<file path="config.mk">
export PLATFORM = sky130hd
export DESIGN_NAME = program_loader_flat
export DESIGN_NICKNAME = d
export VERILOG_FILES = /design/src/rtl/program_loader_pkg.sv /design/src/rtl/program_loader_if.sv /design/src/rtl/program_loader.sv /design/src/flat_wrapper.sv
export SDC_FILE = /design/constraint.sdc
export NUM_CORES = 1
export LEC_CHECK = 0
export BUFFER_PORTS_ARGS = -buffer_cell sky130_fd_sc_hd__buf_2
export CAP_MARGIN = 20
export CORE_UTILIZATION = 35
export CTS_CLUSTER_SIZE = 25
export DETAILED_ROUTE_END_ITERATION = 7
export MAX_ROUTING_LAYER = met4
export SYNTH_ARGS = -nofsm -noshare
export SYNTH_HDL_FRONTEND = slang
export SYNTH_SLANG_ARGS = --single-unit
</file>
<file path="constraint.sdc">
create_clock -name clk -period 2.4 [get_ports clk]
set_input_delay 0.48 -clock clk [delete_from_list [all_inputs] [get_ports clk]]
set_output_delay 0.48 -clock clk [all_outputs]
set_load 0.02 [all_outputs]
</file>
<file path="src/rtl/program_loader_pkg.sv">
// program_loader_pkg: instruction word geometry, opcode set and loader FSM states
package program_loader_pkg;
  localparam int OPCODE_W = 5;
  localparam int OPER_W = 11;
  localparam int INSTR_W = OPCODE_W + OPER_W;
  localparam logic [OPER_W-1:0] MAX_ADDR = '1;
  typedef enum logic [OPCODE_W-1:0] {
    HLT  = 5'd0,
    STO  = 5'd1,
    LD   = 5'd2,
    LDI  = 5'd3,
    ADD  = 5'd4,
    ADDI = 5'd5,
    SUB  = 5'd6,
    SUBI = 5'd7
  } opcode_t;
  localparam logic [OPCODE_W-1:0] MAX_OP = SUBI;
  typedef enum logic [1:0] {WAIT_HI, WAIT_LO, WRITE, DONE} loader_state_t;
  function automatic logic [OPCODE_W-1:0] opcodeOf(logic [INSTR_W-1:0] word);
    return word[INSTR_W-1 -: OPCODE_W];
  endfunction
endpackage

</file>
<file path="src/rtl/program_loader_if.sv">
// program_loader_if: UART byte input and program-memory write port of the loader
interface program_loader_if;
  import program_loader_pkg::*;
  logic rx_done;
  logic [7:0] rx_data;
  logic start;
  logic prog_we;
  logic [OPER_W-1:0] prog_addr;
  logic [INSTR_W-1:0] prog_data;
  logic load_busy;
  logic load_done;
  logic cpu_run;
  logic err_opcode;
  logic overflow;
  modport master (
    output rx_done, rx_data, start,
    input prog_we, prog_addr, prog_data, load_busy, load_done, cpu_run, err_opcode, overflow
  );
  modport slave (
    input rx_done, rx_data, start,
    output prog_we, prog_addr, prog_data, load_busy, load_done, cpu_run, err_opcode, overflow
  );
endinterface

</file>
<file path="src/rtl/program_loader.sv">
// program_loader: assembles UART byte pairs into instruction words and writes them to program memory
module program_loader
  import program_loader_pkg::*;
(
  input logic clk,
  input logic reset,
  program_loader_if.slave bus
);
  loader_state_t state, nextState;
  logic [OPER_W-1:0] addr, nextAddr, nextProgAddr;
  logic [7:0] hiByte, nextHi;
  logic [INSTR_W-1:0] nextProgData;
  logic nextWe, nextErr, nextOvf, isHlt, finish;
  // the word being written is already held in prog_data during WRITE
  assign isHlt = opcodeOf(bus.prog_data) == HLT;
  assign finish = isHlt || addr == MAX_ADDR;
  assign bus.cpu_run = bus.load_done;
  always_comb begin
    nextState = state;
    nextAddr = addr;
    nextHi = hiByte;
    nextWe = 1'b0;
    nextProgAddr = bus.prog_addr;
    nextProgData = bus.prog_data;
    nextErr = bus.err_opcode;
    nextOvf = bus.overflow;
    case (state)
      WAIT_HI: begin
        nextHi = bus.rx_done ? bus.rx_data : hiByte;
        nextState = bus.rx_done ? WAIT_LO : WAIT_HI;
      end
      WAIT_LO: if (bus.rx_done) begin
        nextWe = 1'b1;
        nextProgAddr = addr;
        nextProgData = {hiByte, bus.rx_data};
        nextState = WRITE;
      end
      WRITE: begin
        nextErr = bus.err_opcode || opcodeOf(bus.prog_data) > MAX_OP;
        nextOvf = bus.overflow || (!isHlt && addr == MAX_ADDR);
        nextAddr = finish ? addr : addr + 1'b1;
        nextHi = (!finish && bus.rx_done) ? bus.rx_data : hiByte;
        nextState = finish ? DONE : (bus.rx_done ? WAIT_LO : WAIT_HI);
      end
      DONE: if (bus.start) begin
        nextAddr = '0;
        nextErr = 1'b0;
        nextOvf = 1'b0;
        nextState = WAIT_HI;
      end
      default: nextState = WAIT_HI;
    endcase
  end
  always_ff @(posedge clk or posedge reset)
    if (reset) begin
      state <= WAIT_HI;
      addr <= '0;
      hiByte <= '0;
      bus.prog_we <= 1'b0;
      bus.prog_addr <= '0;
      bus.prog_data <= '0;
      bus.load_busy <= 1'b1;
      bus.load_done <= 1'b0;
      bus.err_opcode <= 1'b0;
      bus.overflow <= 1'b0;
    end else begin
      state <= nextState;
      addr <= nextAddr;
      hiByte <= nextHi;
      bus.prog_we <= nextWe;
      bus.prog_addr <= nextProgAddr;
      bus.prog_data <= nextProgData;
      bus.load_busy <= nextState != DONE;
      bus.load_done <= nextState == DONE;
      bus.err_opcode <= nextErr;
      bus.overflow <= nextOvf;
    end
endmodule

</file>
<file path="src/flat_wrapper.sv">
// flat-port wrapper written by rule: the top's interface ports become plain ports
module program_loader_flat import program_loader_pkg::*;
  (clk, reset, bus_rx_done, bus_rx_data, bus_start, bus_prog_we, bus_prog_addr, bus_prog_data, bus_load_busy, bus_load_done, bus_cpu_run, bus_err_opcode, bus_overflow);
  program_loader_if bus_i ();
  input logic clk;
  input logic reset;
  input wire logic [$bits(bus_i.rx_done)-1:0] bus_rx_done;
  input wire logic [$bits(bus_i.rx_data)-1:0] bus_rx_data;
  input wire logic [$bits(bus_i.start)-1:0] bus_start;
  output wire logic [$bits(bus_i.prog_we)-1:0] bus_prog_we;
  output wire logic [$bits(bus_i.prog_addr)-1:0] bus_prog_addr;
  output wire logic [$bits(bus_i.prog_data)-1:0] bus_prog_data;
  output wire logic [$bits(bus_i.load_busy)-1:0] bus_load_busy;
  output wire logic [$bits(bus_i.load_done)-1:0] bus_load_done;
  output wire logic [$bits(bus_i.cpu_run)-1:0] bus_cpu_run;
  output wire logic [$bits(bus_i.err_opcode)-1:0] bus_err_opcode;
  output wire logic [$bits(bus_i.overflow)-1:0] bus_overflow;
  assign bus_i.rx_done = bus_rx_done;
  assign bus_i.rx_data = bus_rx_data;
  assign bus_i.start = bus_start;
  assign bus_prog_we = bus_i.prog_we;
  assign bus_prog_addr = bus_i.prog_addr;
  assign bus_prog_data = bus_i.prog_data;
  assign bus_load_busy = bus_i.load_busy;
  assign bus_load_done = bus_i.load_done;
  assign bus_cpu_run = bus_i.cpu_run;
  assign bus_err_opcode = bus_i.err_opcode;
  assign bus_overflow = bus_i.overflow;
  program_loader u_core (.clk(clk), .reset(reset), .bus(bus_i));
endmodule
</file>
==> flow_summary.ini, run 1 <==
[floorplan]
start_util_pct = 37.0
ios = 45
die_h_um = 81.8
die_area_mm2 = 0.00669
core_area_mm2 = 0.00603
die_w_um = 81.8
rows = 28

[critical_path]
path_class = flop to flop
crit_start = u_core.bus.prog_data[15]
cp_slowest_cell = or4_1
reg2reg_from = u_core.bus.prog_data[15]
r2r_end = u_core.hiByte[5]
ff2ff_setup_slack_ns = 0.40
required_ns = 2.60
critPathLaunchType = flop
setup.worst_path.end = u_core.hiByte[5]
rr_worst_depth = 5
cp.arrival_ns = 2.20
max_stage_delay_ns = 0.60
path_max_fanout = 8
crit_path_cell_trace = or4_1 -> nor2_1 -> o21ai_2 -> nand3b_4 -> mux2_2
end_kind = flop

[clocking]
post_cts_buffers = 0
cts_resized = 0
cts_htree_levels = 2
clkSinkCount = 53
cts.path.max_buffers = 2
root_buffer = clkbuf_8
numCtsBuffers = 5
cts_tree = yes
hold_buffers = 0
clk_pin_slew_ns = 0.09
clk_latency_ns = 0.30

[sta]
period_share_pct = 83.2
layout_setup_ws_ns = 0.403
post-route-min-period_ns = 2.00
rsz0062_at_grt = false
setup_tns_ns = 0
hold_slack_ns = 0.199
fin_skew_ns = 0.00842
fmax_mhz = 501
tightest_slew_ns = 0.439
slew_headroom_pct = 70.7
final_hold_viol_count = 0
setup_violations = 0
slew_viol_final = 0

[power_and_ir_drop]
p_leak_nw = 1.40
vdd_drop_max_mv = 0.602
power_w = 0.00320
p_per_area_mw_per_mm2 = 1200

[global_routing]
grt_use_met1_pct = 18.1
grt_pass1_vias = 1619
grt_pass1_wl_mm = 7.27
grt_max_degree = 54
grt_util_met3_pct = 4.89
grt.met2_usage_pct = 24.3
grt.overflow.total = 0
track_usage_pct = 15.2
grt_busiest_layer = met2
grt_antenna_before_repair = 0

[status]
status = finished clean

[place]
pre_cts_slack_ns = 0.413
gp_congestion = 0.780
port_buffers = 44
hpwl_mm = 2.91
place_area_mm2 = 0.00255

[detailed_routing]
firstDrtPassIters = 4
routed_wl_mm = 4.26
drc = 0
vias = 1654
viasPerCell = 4.71
drtIter0Drc = 91
ant_nets = 0
wl_per_cell_um = 12.1

[synth]
synth.most_common_cell = nand2_1
synth_edf_count = 0
synth.largest_area_cell = dfrtp_1
syn_area_per_cell_um2 = 9.74
synth_top_area_share_pct = 58.4
synth_area_mm2 = 0.00223
async_flop_share_pct = 100
syn_nets = 242
ys_ff_latch = 53
netlist_top_cells_area = dfrtp_1, nand2_1, mux2_2, nor2_1, xnor2_1
syn-instance-count = 229
ys_warn_count = 0
ys.flop_type = dfrtp_1
yosysUniqueCellTypes = 34
ys_seq_area_share_pct = 59.5
synth.cells.most_frequent = nand2_1, dfrtp_1, nor2_1

[final_layout]
antennaDiodeCount = 0
drive_gt1_share_pct = 25.7
area_delta_synth_final_pct = 19.6
final_area_mm2 = 0.00267
fin_nets = 288

[min_path]
hold_class = primary input to async pin

[job]
drv_cap = 0
-- metal layers --
layer  up-vias  part of all wire (%)
li1        833                     -
met1       777                    50
met2        40                    45
met3         4                   4.7
met4         0                  0.94
met5         -                     0
-- worst max-delay path: cells and delay by family, from the launching register on --
kind             cells  cell delay (ns)
flip-flops           1             0.42
AND/OR/NAND/NOR      3             1.01
multiplexers         1             0.35
AO/OA/AOI/OAI        1             0.11
-- flip-flops by register name (all words and copies together), names as in the netlist, 2 cells and up --
register	count
u_core.addr	11
u_core.bus.prog_addr	11
u_core.bus.prog_data	16
u_core.hiByte	8
u_core.state	2
-- area by class of cell --
cell class	count	area (µm²)
fillers	602	3360
flip-flops and latches	53	1330
multi-input cells	158	830
repair buffers	48	263
well taps	75	93.8
clock buffers	6	82.6
clock inverters	2	37.5
inverters	9	33.8
-- cell usage in the layout (no fill, tap or decap), types with 4 or more instances in the layout --
master / count
buf_2: 44
clkbuf_8: 6
dfrtp_1: 52
inv_1: 7
mux2_2: 8
nand2_1: 89
nand3_1: 5
nor2_1: 15
nor3_1: 4
o21ai_0: 6
xnor2_1: 6
-- worst min path at each step --
stage / endpoint / slack (ns) / cells after the start
floorplan: u_core.bus.prog_data[10] / 0.43 / 2
global placement: u_core.bus.prog_data[14] / 0.45 / 2
detailed placement: u_core.bus.prog_data[14] / 0.45 / 2
CTS: u_core.bus.prog_data[1] / 0.21 / 3
global route: u_core.bus.prog_data[1] / 0.22 / 3
finish: u_core.bus.prog_data[1] / 0.20 / 3
-- logic make-up after synthesis --
group	Yosys count	synth area share (%)
multiplexers	11	5.39
adder cells (fa/ha/maj)	1	0.561
AO/OA/AOI/OAI	14	4.21
flip-flops	53	59.5
buffers and inverters	18	3.25
XOR/XNOR	6	2.36
AND/OR/NAND/NOR	126	24.7
-- per-stage QoR --
stage	utilization, %	instances
after floorplan	-	229
after global routing	44.3	351
after global placement	42.3	343
after detailed placement	42.3	343
final	44.3	351
after CTS	44.3	351
-- where the power goes --
group	internal (W)	switching [W]	leakage (nW)	total (W)
clock	0.000339	0.000283	0.0574	0.000622
combinational	0.000410	0.000722	0.663	0.00113
sequential	0.00122	0.000228	0.683	0.00145
(Power assumes the default switching activity.)
==> run 2: changes to the inputs <==
clock period = 2 ns   (was 2.4 ns; I/O delays follow)
==> flow_summary.ini, run 2 (synthesis gave the netlist of run 1 again) <==
[floorplan]
die_area_mm2 = 0.00669
start_util_pct = 37.0
die_w_um = 81.8
ios = 45
core_area_mm2 = 0.00603
die_h_um = 81.8
rows = 28

[sta]
setup_violations = 0
tightest_slew_ns = 0.496
final_hold_viol_count = 0
post-route-min-period_ns = 1.92
slew_viol_final = 0
rsz0062_at_grt = false
hold_slack_ns = 0.0639
fin_skew_ns = 0.00608
fmax_mhz = 521
setup_tns_ns = 0
slew_headroom_pct = 66.4
period_share_pct = 95.9

[detailed_routing]
firstDrtPassIters = 4
routed_wl_mm = 4.40
vias = 1659
ant_nets = 0
viasPerCell = 4.69
drc = 0
wl_per_cell_um = 12.4
drtIter0Drc = 53

[final_layout]
layout_commonest_cell = nand2_1
largest_reg_flops = 16
top_regs = u_core.bus.prog_data: 16 flops, u_core.addr: 11 flops, u_core.bus.prog_addr: 11 flops
n_fill_cell = 592
area_delta_synth_final_pct = 19.1
fin_nets = 291
final_cell_mix = nand2_1, dfrtp_1, buf_2
drive_gt1_share_pct = 26.5
antennaDiodeCount = 0
largest_register = u_core.bus.prog_data

[clocking]
cts.path.max_buffers = 2
clk_latency_ns = 0.31
clk_pin_slew_ns = 0.09
cts_htree_levels = 2
numCtsBuffers = 5
clkSinkCount = 53
cts_tree = yes
root_buffer = clkbuf_8
post_cts_buffers = 0

[global_routing]
grt_max_degree = 38
grt_pass1_wl_mm = 7.58
grt_pass1_vias = 1619
grt.overflow.total = 0
track_usage_pct = 15.6
grt_antenna_before_repair = 0

[critical_path]
cp_slowest_cell = or4_1
reg2reg_from = u_core.bus.prog_data[12]
path_class = flop to flop
r2r_end = u_core.hiByte[6]
path_max_fanout = 8
crit_cells = 5
max_stage_delay_ns = 0.60
cp.arrival_ns = 2.11
rr_worst_depth = 5
crit_family = simple AND/OR/NAND/NOR gates
crit_path_cell_trace = or4_1 -> nor2_1 -> o21ai_2 -> nand3b_4 -> mux2_2
end_kind = flop
required_ns = 2.19
critPathLaunchType = flop
crit_buf_inv = 0
ff2ff_setup_slack_ns = 0.08

[place]
hpwl_mm = 3.14
port_buffers = 44
gp_congestion = 0.802

[job]
drv_cap = 0

[power_and_ir_drop]
vdd_drop_max_mv = 0.663
power_w = 0.00374
p_leak_nw = 1.41
p_per_area_mw_per_mm2 = 1410

[status]
status = finished clean

[min_path]
hold_class = primary input to async pin
[run 2: layout make-up]
cell class / count / area (µm²) / share of cell area (%)
clock buffer: 5 / 68.8 / 2.59
clock inverter: 3 / 17.5 / 0.659
inverter: 9 / 33.8 / 1.27
multi-input combinational: 158 / 830 / 31.2
sequential: 53 / 1330 / 50.0
tap: 75 / 93.8 / 3.53
timing repair buffer: 51 / 285 / 10.7
[run 2: worst register-to-register path, cell delays in order (launching register included)]
cell and delay [ns]:
dfrtp_1 0.40, or4_1 0.60, nor2_1 0.20, o21ai_2 0.10
nand3b_4 0.16, mux2_2 0.35
[run 2: stage by stage]
| stage | util (%) | cells | setup WS, ns | area [µm²] |
|---|---|---|---|---|
| 2_1_floorplan | - | 229 | 0.0519 | 2230 |
| 3_3_place_gp | 42.6 | 346 | 0.168 | 2570 |
| 3_5_place_dp | 42.6 | 346 | 0.107 | 2570 |
| 4_1_cts | 44.1 | 354 | 0.0802 | 2660 |
| 5_1_grt | 44.1 | 354 | 0.00475 | 2660 |
| 6_report | 44.1 | 354 | 0.0817 | 2660 |
[run 2: repair_timing]
action                     4_1_cts  5_1_grt
setup endpoints to repair        0        1
hold endpoints to repair         0        0
resized for setup                0        1
hold buffers                     0        0
[run 2: where the power goes]
| group | leakage, nW | switching [W] | total, W | internal (W) |
|---|---|---|---|---|
| clock network | 0.0439 | 0.000348 | 0.000590 | 0.000242 |
| logic | 0.679 | 0.000917 | 0.00145 | 0.000528 |
| registers | 0.683 | 0.000245 | 0.00171 | 0.00146 |
[run 2: how the worst max path moves through the flow]
stage | to | slack (ns) | start
finish | u_core.hiByte[6] | 0.08 | u_core.bus.prog_data[12]
global route | u_core.hiByte[2] | 0.005 | u_core.bus.prog_data[15]
CTS | u_core.hiByte[6] | 0.08 | u_core.bus.prog_data[12]
detailed placement | u_core.hiByte[6] | 0.11 | u_core.bus.prog_data[12]
global placement | u_core.hiByte[1] | 0.17 | u_core.bus.prog_data[15]
floorplan | u_core.hiByte[0] | 0.05 | u_core.bus.prog_data[15]
[run 2: metal layers]
metal	global-route usage, %	up-vias	wire (µm)
met2	24.3	41	2010
met3	4.00	8	215
met5	-	-	0
met4	6.14	0	66
li1	-	835	-
met1	19.4	775	2110
==> run 3: changes to the inputs <==
CORE_ASPECT_RATIO = 0.8   (was default)
CTS_BUF_LIST = sky130_fd_sc_hd__clkbuf_2   (was default)
PLACE_DENSITY = 0.66   (was default)
==> flow_summary.ini, run 3 (synthesis gave the netlist of run 1 again) <==
[global_routing]
grt_antenna_before_repair = 0
grt_pass1_vias = 1549
grt_max_degree = 27
grt.overflow.total = 0
grt_pass1_wl_mm = 7.49
track_usage_pct = 14.9

[final_layout]
largest_register = u_core.bus.prog_data
area_delta_synth_final_pct = 18.7
drive_gt1_share_pct = 27.0
largest_reg_flops = 16
final_util_pct = 43.9
final_cell_mix = nand2_1, dfrtp_1, buf_2
fin_nets = 293
antennaDiodeCount = 0
top_regs = u_core.bus.prog_data: 16 flops, u_core.addr: 11 flops, u_core.bus.prog_addr: 11 flops
layout_commonest_cell = nand2_1

[place]
port_buffers = 44
hpwl_mm = 3.14
gp_congestion = 0.811

[power_and_ir_drop]
p_per_area_mw_per_mm2 = 1360
p_leak_nw = 1.40
power_w = 0.00360
vdd_drop_max_mv = 0.460

[sta]
rsz0062_at_grt = false
period_share_pct = 94.5
setup_tns_ns = 0
slew_headroom_pct = 67.7
post-route-min-period_ns = 1.89
slew_viol_final = 0
setup_violations = 0
fin_skew_ns = 0.0316
fmax_mhz = 529
hold_slack_ns = 0.110
final_hold_viol_count = 0
tightest_slew_ns = 0.483

[critical_path]
path_max_fanout = 8
reg2reg_from = u_core.bus.prog_data[15]
setup.worst_path.end = u_core.hiByte[6]
cp.arrival_ns = 2.25
ff2ff_setup_slack_ns = 0.11
crit_start = u_core.bus.prog_data[15]
r2r_end = u_core.hiByte[6]
critPathLaunchType = flop
end_kind = flop
path_class = flop to flop
required_ns = 2.36
rr_worst_depth = 5

[floorplan]
start_util_pct = 36.9
ios = 45
die_w_um = 91.2
core_area_mm2 = 0.00604
die_area_mm2 = 0.00670
rows = 25
die_h_um = 73.4

[clocking]
root_buffer = clkbuf_2
cts_tree = yes
clk_pin_slew_ns = 0.29
cts.path.max_buffers = 2
post_cts_buffers = 0
cts_htree_levels = 2
numCtsBuffers = 5
clkSinkCount = 53
clk_latency_ns = 0.46

[status]
status = finished clean

[detailed_routing]
wl_per_cell_um = 12.3
ant_nets = 0
firstDrtPassIters = 4
viasPerCell = 4.63
routed_wl_mm = 4.46
drtIter0Drc = 105
vias = 1677
drc = 0

[job]
drv_cap = 0

[min_path]
hold_class = primary input to flop
run 3: report_power, final:
part / switching (W) / internal, W
combinational: 0.000920 / 0.000530
clock: 0.000354 / 0.0000932
sequential: 0.000242 / 0.00146
run 3: stage by stage:
stage | cells | cell area (µm²) | setup slack, ns
after floorplan | 229 | 2230 | 0.0519
after global routing | 362 | 2650 | 0.0219
after global placement | 353 | 2580 | 0.159
final | 362 | 2650 | 0.110
after detailed placement | 353 | 2580 | 0.123
after CTS | 362 | 2650 | 0.0874
run 3: final cells by class:
type                            instances  area (µm²)
Clock buffer                            5        25.0
Clock inverter                          3        25.0
Fill cell                             592        3390
Inverter                                9        33.8
Multi-Input combinational cell        158         832
Sequential cell                        53        1330
Tap cell                               81         101
Timing Repair Buffer                   53         303
run 3: how the worst min path moves through the flow:
stage	cells after the start	endpoint	startpoint	slack (ns)
2_1_floorplan	2	u_core.bus.prog_data[10]	u_core.hiByte[2]	0.43
3_3_place_gp	2	u_core.bus.prog_data[9]	reset	0.44
3_5_place_dp	2	u_core.bus.prog_data[9]	reset	0.45
4_1_cts	3	u_core.bus.prog_data[1]	bus_rx_data[1]	0.09
5_1_grt	3	u_core.bus.prog_data[1]	bus_rx_data[1]	0.05
6_report	3	u_core.bus.prog_data[1]	bus_rx_data[1]	0.11
run 3: critical path, stage by stage, from the launching register on:
cell and delay (ns):
dfrtp_1 0.46, or4_1 0.61, nor2_2 0.15, o21ai_2 0.09
nand3b_4 0.16, mux2_2 0.35
run 3: layer usage:
layer / track usage [%] / vias up / share of wire, %
li1: - / 840 / -
met1: 20.9 / 782 / 50
met2: 21.8 / 49 / 44
met3: 2.48 / 6 / 4.4
met4: 5.82 / 0 / 1.7
met5: - / - / 0
run 3: what timing repair did:
action | CTS | global route
hold endpoints to repair | 20 | 0
hold buffers | 1 | 0
gates resized for setup | 0 | 1
endpoints found under the setup margin | 0 | 5
